==> config.mk <==
export PLATFORM = sky130hd
export DESIGN_NAME = e_run_scan
export DESIGN_NICKNAME = d
export VERILOG_FILES = /design/src/rtl/e_run_scan.sv
export SDC_FILE = /design/constraint.sdc
export NUM_CORES = 1
export LEC_CHECK = 0
export ABC_AREA = 1
export BUFFER_PORTS_ARGS = -buffer_cell sky130_fd_sc_hd__buf_2
export CAP_MARGIN = 20
export CORE_AREA = 10 10 47 49
export DETAILED_ROUTE_END_ITERATION = 10
export DIE_AREA = 0 0 57 59
export GPL_TIMING_DRIVEN = 0
export SETUP_SLACK_MARGIN = 0.4
export SLEW_MARGIN = 20
export SYNTH_ARGS = -nofsm -noshare
export SYNTH_HDL_FRONTEND = slang
export SYNTH_SLANG_ARGS = --single-unit
==> constraint.sdc <==
create_clock -name clk -period 4.8 [get_ports clk]
set_clock_uncertainty 0.1 [all_clocks]
set_input_delay 0.24 -clock clk [delete_from_list [all_inputs] [get_ports clk]]
set_output_delay 0.24 -clock clk [all_outputs]
set_load 0.01 [all_outputs]
==> src/rtl/e_run_scan.sv <==
// Run-length scanner: splits each accepted occupancy vector into maximal runs of 1s
// and hands them out MSB-first, one descriptor per output handshake.

module e_cell #(
    parameter int W = 4
) (
    input  logic [W-1:0] sel_i,
    input  logic [W-1:0] x_i,
    output logic         vld_o,
    output logic [W-1:0] y_o
);
    // above[gi]: the selected bit lies strictly above position gi
    logic [W-1:0] above;
    logic [W-1:0] cand;
    logic [W-1:0] hi_cand;

    generate
        for (genvar gi = 0; gi < W; gi++) begin : g_bit
            if (gi == W - 1) begin : g_top
                assign above[gi]   = 1'b0;
                assign hi_cand[gi] = 1'b0;
            end else begin : g_rest
                assign above[gi]   = above[gi+1] | sel_i[gi+1];
                assign hi_cand[gi] = hi_cand[gi+1] | cand[gi+1];
            end
            // first 0 below the selected bit terminates the run
            assign cand[gi] = ~x_i[gi] & above[gi];
            assign y_o[gi]  = cand[gi] & ~hi_cand[gi];
        end
    endgenerate

    assign vld_o = (|cand) & (|sel_i);
endmodule

module e_run_scan #(
    parameter  int W  = 4,
    localparam int IW = $clog2(W),
    localparam int LW = $clog2(W + 1)
) (
    input  logic          clk,
    input  logic          arst_n,
    input  logic          in_vld_i,
    input  logic [W-1:0]  in_x_i,
    output logic          in_rdy_o,
    input  logic          flush_i,
    output logic          out_vld_o,
    input  logic          out_rdy_i,
    output logic [IW-1:0] out_start_o,
    output logic [LW-1:0] out_len_o,
    output logic          out_last_o,
    output logic [IW-1:0] out_ord_o
);
    generate
        if (W < 2 || W > 8) begin : g_w_check
            $error("e_run_scan: W must be in 2..8");
        end
    endgenerate

    typedef enum logic {IDLE, EMIT} state_t;

    state_t        state_reg;
    logic [W-1:0]  rem_reg;
    logic [IW-1:0] ord_reg;

    logic [IW-1:0] start_idx;
    logic [W-1:0]  start_sel;
    logic          cell_vld;
    logic [W-1:0]  cell_y;
    logic [IW-1:0] end_idx;
    logic [LW-1:0] run_len;
    logic [W-1:0]  run_mask;
    logic          run_last;
    logic          rem_zero;

    assign rem_zero = (rem_reg == '0);

    always_comb begin
        start_idx = '0;
        for (int i = 0; i < W; i++) begin
            if (rem_reg[i]) start_idx = IW'(i);
        end
        start_sel = '0;
        if (!rem_zero) start_sel[start_idx] = 1'b1;
    end

    e_cell #(.W(W)) u_cell (
        .sel_i (start_sel),
        .x_i   (rem_reg),
        .vld_o (cell_vld),
        .y_o   (cell_y)
    );

    always_comb begin
        end_idx = '0;
        for (int i = 0; i < W; i++) begin
            if (cell_y[i]) end_idx = IW'(i);
        end
        if (rem_zero)
            run_len = '0;
        else if (cell_vld)
            run_len = LW'(start_idx) - LW'(end_idx);
        else
            run_len = LW'(start_idx) + LW'(1);
        // bits from the run start down to (but excluding) the terminating 0
        run_mask = '0;
        for (int i = 0; i < W; i++) begin
            run_mask[i] = !rem_zero && (i <= int'(start_idx)) &&
                          (!cell_vld || i > int'(end_idx));
        end
        run_last = ((rem_reg & ~run_mask) == '0);
    end

    assign in_rdy_o    = (state_reg == IDLE) && !flush_i;
    assign out_vld_o   = (state_reg == EMIT);
    assign out_start_o = start_idx;
    assign out_len_o   = run_len;
    assign out_last_o  = run_last;
    assign out_ord_o   = ord_reg;

    always_ff @(posedge clk or negedge arst_n) begin
        if (!arst_n) begin
            state_reg <= IDLE;
            rem_reg   <= '0;
            ord_reg   <= '0;
        end else if (flush_i) begin
            // a beat handshaking alongside the flush still counts as delivered
            state_reg <= IDLE;
            rem_reg   <= '0;
            if (out_vld_o && out_rdy_i) ord_reg <= ord_reg + IW'(1);
        end else begin
            case (state_reg)
                IDLE: begin
                    if (in_vld_i) begin
                        rem_reg   <= in_x_i;
                        ord_reg   <= '0;
                        state_reg <= EMIT;
                    end
                end
                EMIT: begin
                    if (out_rdy_i) begin
                        rem_reg <= rem_reg & ~run_mask;
                        ord_reg <= ord_reg + IW'(1);
                        if (run_last) state_reg <= IDLE;
                    end
                end
                default: state_reg <= IDLE;
            endcase
        end
    end
endmodule

# After elaboration in Yosys (flattened, before gate mapping)
# Cells that the tools add are included.
[totals]
inputBits = 9
memories = 0
latchBits = 0
mem_bits_ro = 0
reg_bits = 7
out_inout_bits = 10
word_cells = 77
ram_bits = 0
[op_classes]
eq_ne = 3
div_mod_pow = 0
n_reduce_logical = 22
n_shift = 0
n_addsub = 3
n_lt_le_gt_ge = 8
n_mux = 24
bitwise_logic = 14
n_mul = 0
[op_table]
columns = ["cell", "n"]
rows = [
  ["$mux W4", 4],
  ["$mux W2", 7],
  ["$logic_and A1 B1 Y1", 10],
  ["$logic_not A4 Y1", 2],
  ["$pmux W4 S2", 1],
  ["$mux W1", 7],
  ["$mux W3", 2],
  ["$ne A3 B3 Y1 const B", 2],
  ["$and A1 B1 Y1", 5],
  ["$not A1 Y1", 5],
  ["$and A4 B4 Y4", 1],
  ["$gt A2 B2 Y1 const A", 2],
  ["$le A2 B2 Y1 const A", 2],
  ["$not A4 Y4", 1],
  ["$pmux W2 S2", 1],
  ["$reduce_or A4 Y1", 1],
  ["$add A2 B1 Y3 const B", 1],
  ["$logic_not A1 Y1", 3],
  ["$logic_or A1 B1 Y1", 3],
  ["$lt A2 B3 Y1 const B", 1],
  ["$reduce_and A3 Y1", 1],
  ["$reduce_or A3 Y1", 1],
  ["$sub A2 B2 Y3", 1],
  ["$add A2 B1 Y2 const B", 1],
  ["other kinds (8)", 9],
]

# Depth between registers and ports, before layout
[logic_depth]
depth_word = 23
mapped_depth = 11
mapped_depth_nobuf = 11

# Cells and area by module
# A second synthesis with hierarchy kept.
[hier_totals]
hier_cells = 104
area_unflattened_um2 = 628.1
[by_module_without_submodules]
columns = ["mod", "seq_area_each_um2", "cells_each", "n_inst", "area_each_um2"]
rows = [
  ["e_run_scan", 175.2, 87, 1, 549.3],
  ["e_cell", 0.0, 17, 1, 78.8],
]

# Worst setup path after synthesis
# OpenSTA, ideal clock, no wires.
[synth_path]
path_kind = "reg2out"
from = "register rem_reg[1]"
to = "output port out_len_o[1]"
arrival_ns = 1.457
path_slack_ns = 3.003
required_ns = 4.460
path_buffers = 0
path_stages_with_launch = 7
path_cell_list = "dfrtp_1 > a21oi_1 > ha_1 > inv_1 > fa_1 > inv_1 > nor2_1"
[synth_between]
elab_chain_len = 16
elab_cells_between_ends = 27
classes_between = "add/sub: 2; order compare: 2; mux: 10; bitwise: 9; reduce/logical: 4"
[synth_rtl]
columns = ["item", "line", "source"]
rows = [
  ["from (decl)", "62", "logic [W-1:0] rem_reg;"],
  ["from (signal assigned)", "134", "rem_reg <= in_x_i;"],
  ["from (signal assigned)", "141", "rem_reg <= rem_reg & ~run_mask;"],
  ["$mux W1", "80", "if (rem_reg[i]) start_idx = IW'(i);"],
  ["$mux W2 (2 in series)", "80", ""],
  ["$lt A2 B3 Y1 (not written as such) / $ge A2 B1 Y1 (equally long branches)", "83", "if (!rem_zero) start_sel[start_idx] = 1'b1;"],
  ["$logic_and A1 B1 Y1 (not written as such)", "83", ""],
  ["$mux W1 (not written as such)", "83", ""],
  ["$demux W1 S2", "83", ""],
  ["$mux W4", "83", ""],
  ["$or A1 B1 Y1 / $and A1 B1 Y1 (equally long branches)", "23, 27", ""],
  ["$and A1 B1 Y1 / $not A1 Y1 (equally long branches)", "27, 28", ""],
  ["$and A1 B1 Y1", "28", "assign y_o[gi] = cand[gi] & ~hi_cand[gi];"],
  ["$mux W1", "96", "if (cell_y[i]) end_idx = IW'(i);"],
  ["$mux W2", "96", ""],
  ["$sub A2 B2 Y3", "101", "run_len = LW'(start_idx) - LW'(end_idx);"],
  ["$mux W3", "100", "else if (cell_vld)"],
  ["$mux W3 (*)", "98", "if (rem_zero)"],
  ["to (decl)", "49", "output logic [LW-1:0] out_len_o,"],
]
# Every way passes the cells marked *; elsewhere a longest branch is shown, timed or not.

# Worst setup path after layout
[layout_path]
from = "register rem_reg[1]"
to = "output port out_len_o[2]"
# The elaborated chain is that of the path after synthesis.

==> run_results.csv <==
group,metric,value,unit
outcome,status,"completed",
worst_hold_path,hold_path_depth,3,
floorplan,core_area,1401,um^2
critical_path,startpoint_type,"flip-flop",
global_routing,grt_pass1_vias,520,
timing,period_minus_slack,2.217,ns
logic_synthesis,synth-async-reset-ratio,1.000,
global_routing,grt_usage,0.07488,
critical_path,reg2reg_slack,3.57,ns
routing,ant_nets,0,
logic_synthesis,yosys.area.top_type,"dfrtp_1",
global_routing,grt_pass1_wl,2.042,mm
floorplan,dieHeight,59,um
cells_and_area,layout.nets,109,
timing,tns,0,ns
cts,cts_setup_buffers,0,
placed_design,gp_congestion,0.7532,
logic_synthesis,synthFlopType,"dfrtp_1",
global_routing,grt.overflow.total,0,
global_routing,antenna_found_initial,0,
cts,cts.hold.buffers_added,1,
cells_and_area,diodes,0,
timing,rsz0062_at_grt,"no",
logic_synthesis,synth_top_area_frac,0.3440,
pwr,p_int,0.0001371,W
logic_synthesis,yosysMostFrequentCell,"nand2_1",
cts,cts-root-buf,"clkbuf_4",
global_routing,grt_max_degree,9,
pwr,p_per_area,331.1,nW/um^2
floorplan,start_util,0.3634,
critical_path,r2r_start,"out_vld_o$_DFF_PN0_",
timing,tightest_slew,0.3604,ns
cells_and_area,fin_cells,113,
run,maxCapViolations,0,
routing,wl_per_cell,10.46,um
cts,cts_buffers,3,
routing,vias,503,
worst_hold_path,hold_path_end,"rem_reg[3]$_DFFE_PN0P_",
timing,clock.fmax,0.4510,GHz
cells_and_area,multiInputGateArea,267.8,um^2
timing,slew-limit-headroom,0.7579,
critical_path,reg2regPathDepth,4,
timing,slew_viol_final,0,
cts,cts_tree,"yes",
logic_synthesis,synth.area.top_cells,"dfrtp_1, nand2_1, inv_1, nor2_1, fa_1",
critical_path,r2r-end,"out_ord_o[0]$_DFFE_PN0P_",
logic_synthesis,synth_warnings,0,
logic_synthesis,ys_ff_latch,7,
routing,drtIter0Drc,12,
worst_hold_path,hp-class,"input pin to flip-flop",
logic_synthesis,synth_cells,74,
cells_and_area,area_growth,28.75,%
cells_and_area,drive_gt1_frac,0.3093,
pwr,leakagePower,0.3911,nW
routing,drcViolationCount,0,
routing,drt_first_pass_iters,4,
timing,hold_viol,0,
timing,post-route-period-util,0.4619,
timing,setup-violations-final,0,
pwr,swShare,0.3686,
floorplan,io_pins,19,
floorplan,row_count,14,
cells_and_area,seq_area,175.2,um^2
placed_design,place_inst,108,
pwr,p_seq_frac,0.372,
pwr,switching_power,0.00008001,W
cts,clock_latency,0.24,ns
placed_design,hpwl,979.3,um
logic_synthesis,avgSynthCellArea,6.882,um^2
logic_synthesis,synth_commonest_cells,"nand2_1, inv_1, nor2_1",
placed_design,portBuffers,18,
pwr,comb_power_share,0.391,
logic_synthesis,netlist_area,509.2,um^2
logic_synthesis,ys_seq_area_frac,0.3440,
logic_synthesis,synth_edf_count,0,
critical_path,crit_type,"flip-flop to output port",
logic_synthesis,yosysUniqueCellTypes,20,
pwr,vdd_drop_max,0.1859,mV
floorplan,dieArea,3363,um^2
cts,clkSlewWorstSetupHoldPaths,0.05,ns
timing,fin_hold_ws,0.1041,ns
logic_synthesis,syn_nets,85,
cts,cts_sinks,7,
routing,drt_wl_total,1.182,mm
critical_path,crit_fanout,6,
cts,ctsResizeCount,0,
cells_and_area,num-fill-cells,161,
worst_hold_path,min_from,"in_x_i[3]",
cts,htree_levels,1,
routing,vias_per_cell,4.451,
critical_path,arrival,1.88,ns
pwr,clock_power_share,0.237,
floorplan,die_x,57,um
cells_and_area,largest_reg_flops,4,
cts,clockBufferDepth,2,
critical_path,cp.required,4.46,ns
critical_path,crit_path_end_kind,"output port",
cell families after synthesis:
logic type	share of synthesized area
AND/OR/NAND/NOR	0.3391
adder cells (fa/ha/maj)	0.06388
flip-flops	0.3440
buffers and inverters	0.1302
AO/OA/AOI/OAI	0.1229
layer usage:
| layer | vias to the layer above | share of wire | track usage |
|---|---|---|---|
| li1 | 272 | - | - |
| met5 | - | 0 | 0 |
| met4 | 0 | 0 | 0.04027 |
| met1 | 219 | 0.46 | 0.07636 |
| met2 | 12 | 0.50 | 0.1271 |
| met3 | 0 | 0.048 | 0.03219 |
stage by stage:
stage	setup slack [ns]	util	power, W	cell area, um^2
2_1_floorplan	3.003	-	0.0001359	509.2
4_1_cts	2.564	0.4679	0.0002225	655.6
3_3_place_gp	2.835	0.4420	0.0001664	619.3
3_5_place_dp	2.835	0.4420	0.0001682	619.3
6_report	2.583	0.4679	0.0002171	655.6
5_1_grt	2.380	0.4679	0.0002380	655.6
placed cells by master (no fill, tap or decap), drive strengths merged, types with 2 or more instances in the layout:
master,n
nand3,4
clkbuf,4
a21oi,2
inv,17
nor2,9
buf,18
nand2,22
dfrtp,7
o21ai,6
nor3,2
power groups by stage:
stage	registers (W)	logic, W	clock network, W
3_5_place_dp	0.0000819	0.0000863	0
3_3_place_gp	0.0000814	0.0000850	0
4_1_cts	0.0000808	0.0000874	0.0000543
6_report	0.0000807	0.0000849	0.0000515
5_1_grt	0.0000828	0.0000969	0.0000582
2_1_floorplan	0.0000845	0.0000514	0
worst max-delay path, cell delays in order (launching register included):
cell	delay, ns
dfrtp_1	0.43
a21oi_1	0.22
ha_1	0.17
inv_1	0.05
fa_1	0.37
inv_1	0.06
nand4_1	0.09
nand2_1	0.07
nor2_1	0.03
buf_2	0.15
cell type report:
cell class / count / share of cell area
well taps: 16 / 0.03053
repair buffers: 19 / 0.1527
inverters: 17 / 0.1011
clock buffers: 4 / 0.04008
multi-input cells: 50 / 0.4084
flip-flops and latches: 7 / 0.2672
how the worst max path moves through the flow:
stage | from | to | slack (ns) | cells after the start
2_1_floorplan | rem_reg[1]$_DFFE_PN0P_ | out_len_o[1] | 3.00 | 6
3_3_place_gp | rem_reg[1]$_DFFE_PN0P_ | out_len_o[2] | 2.83 | 9
3_5_place_dp | rem_reg[1]$_DFFE_PN0P_ | out_len_o[2] | 2.83 | 9
4_1_cts | rem_reg[1]$_DFFE_PN0P_ | out_len_o[2] | 2.56 | 9
5_1_grt | rem_reg[1]$_DFFE_PN0P_ | out_len_o[2] | 2.38 | 9
6_report | rem_reg[1]$_DFFE_PN0P_ | out_len_o[2] | 2.58 | 9
Note: power is estimated with default switching activity, not from simulation.
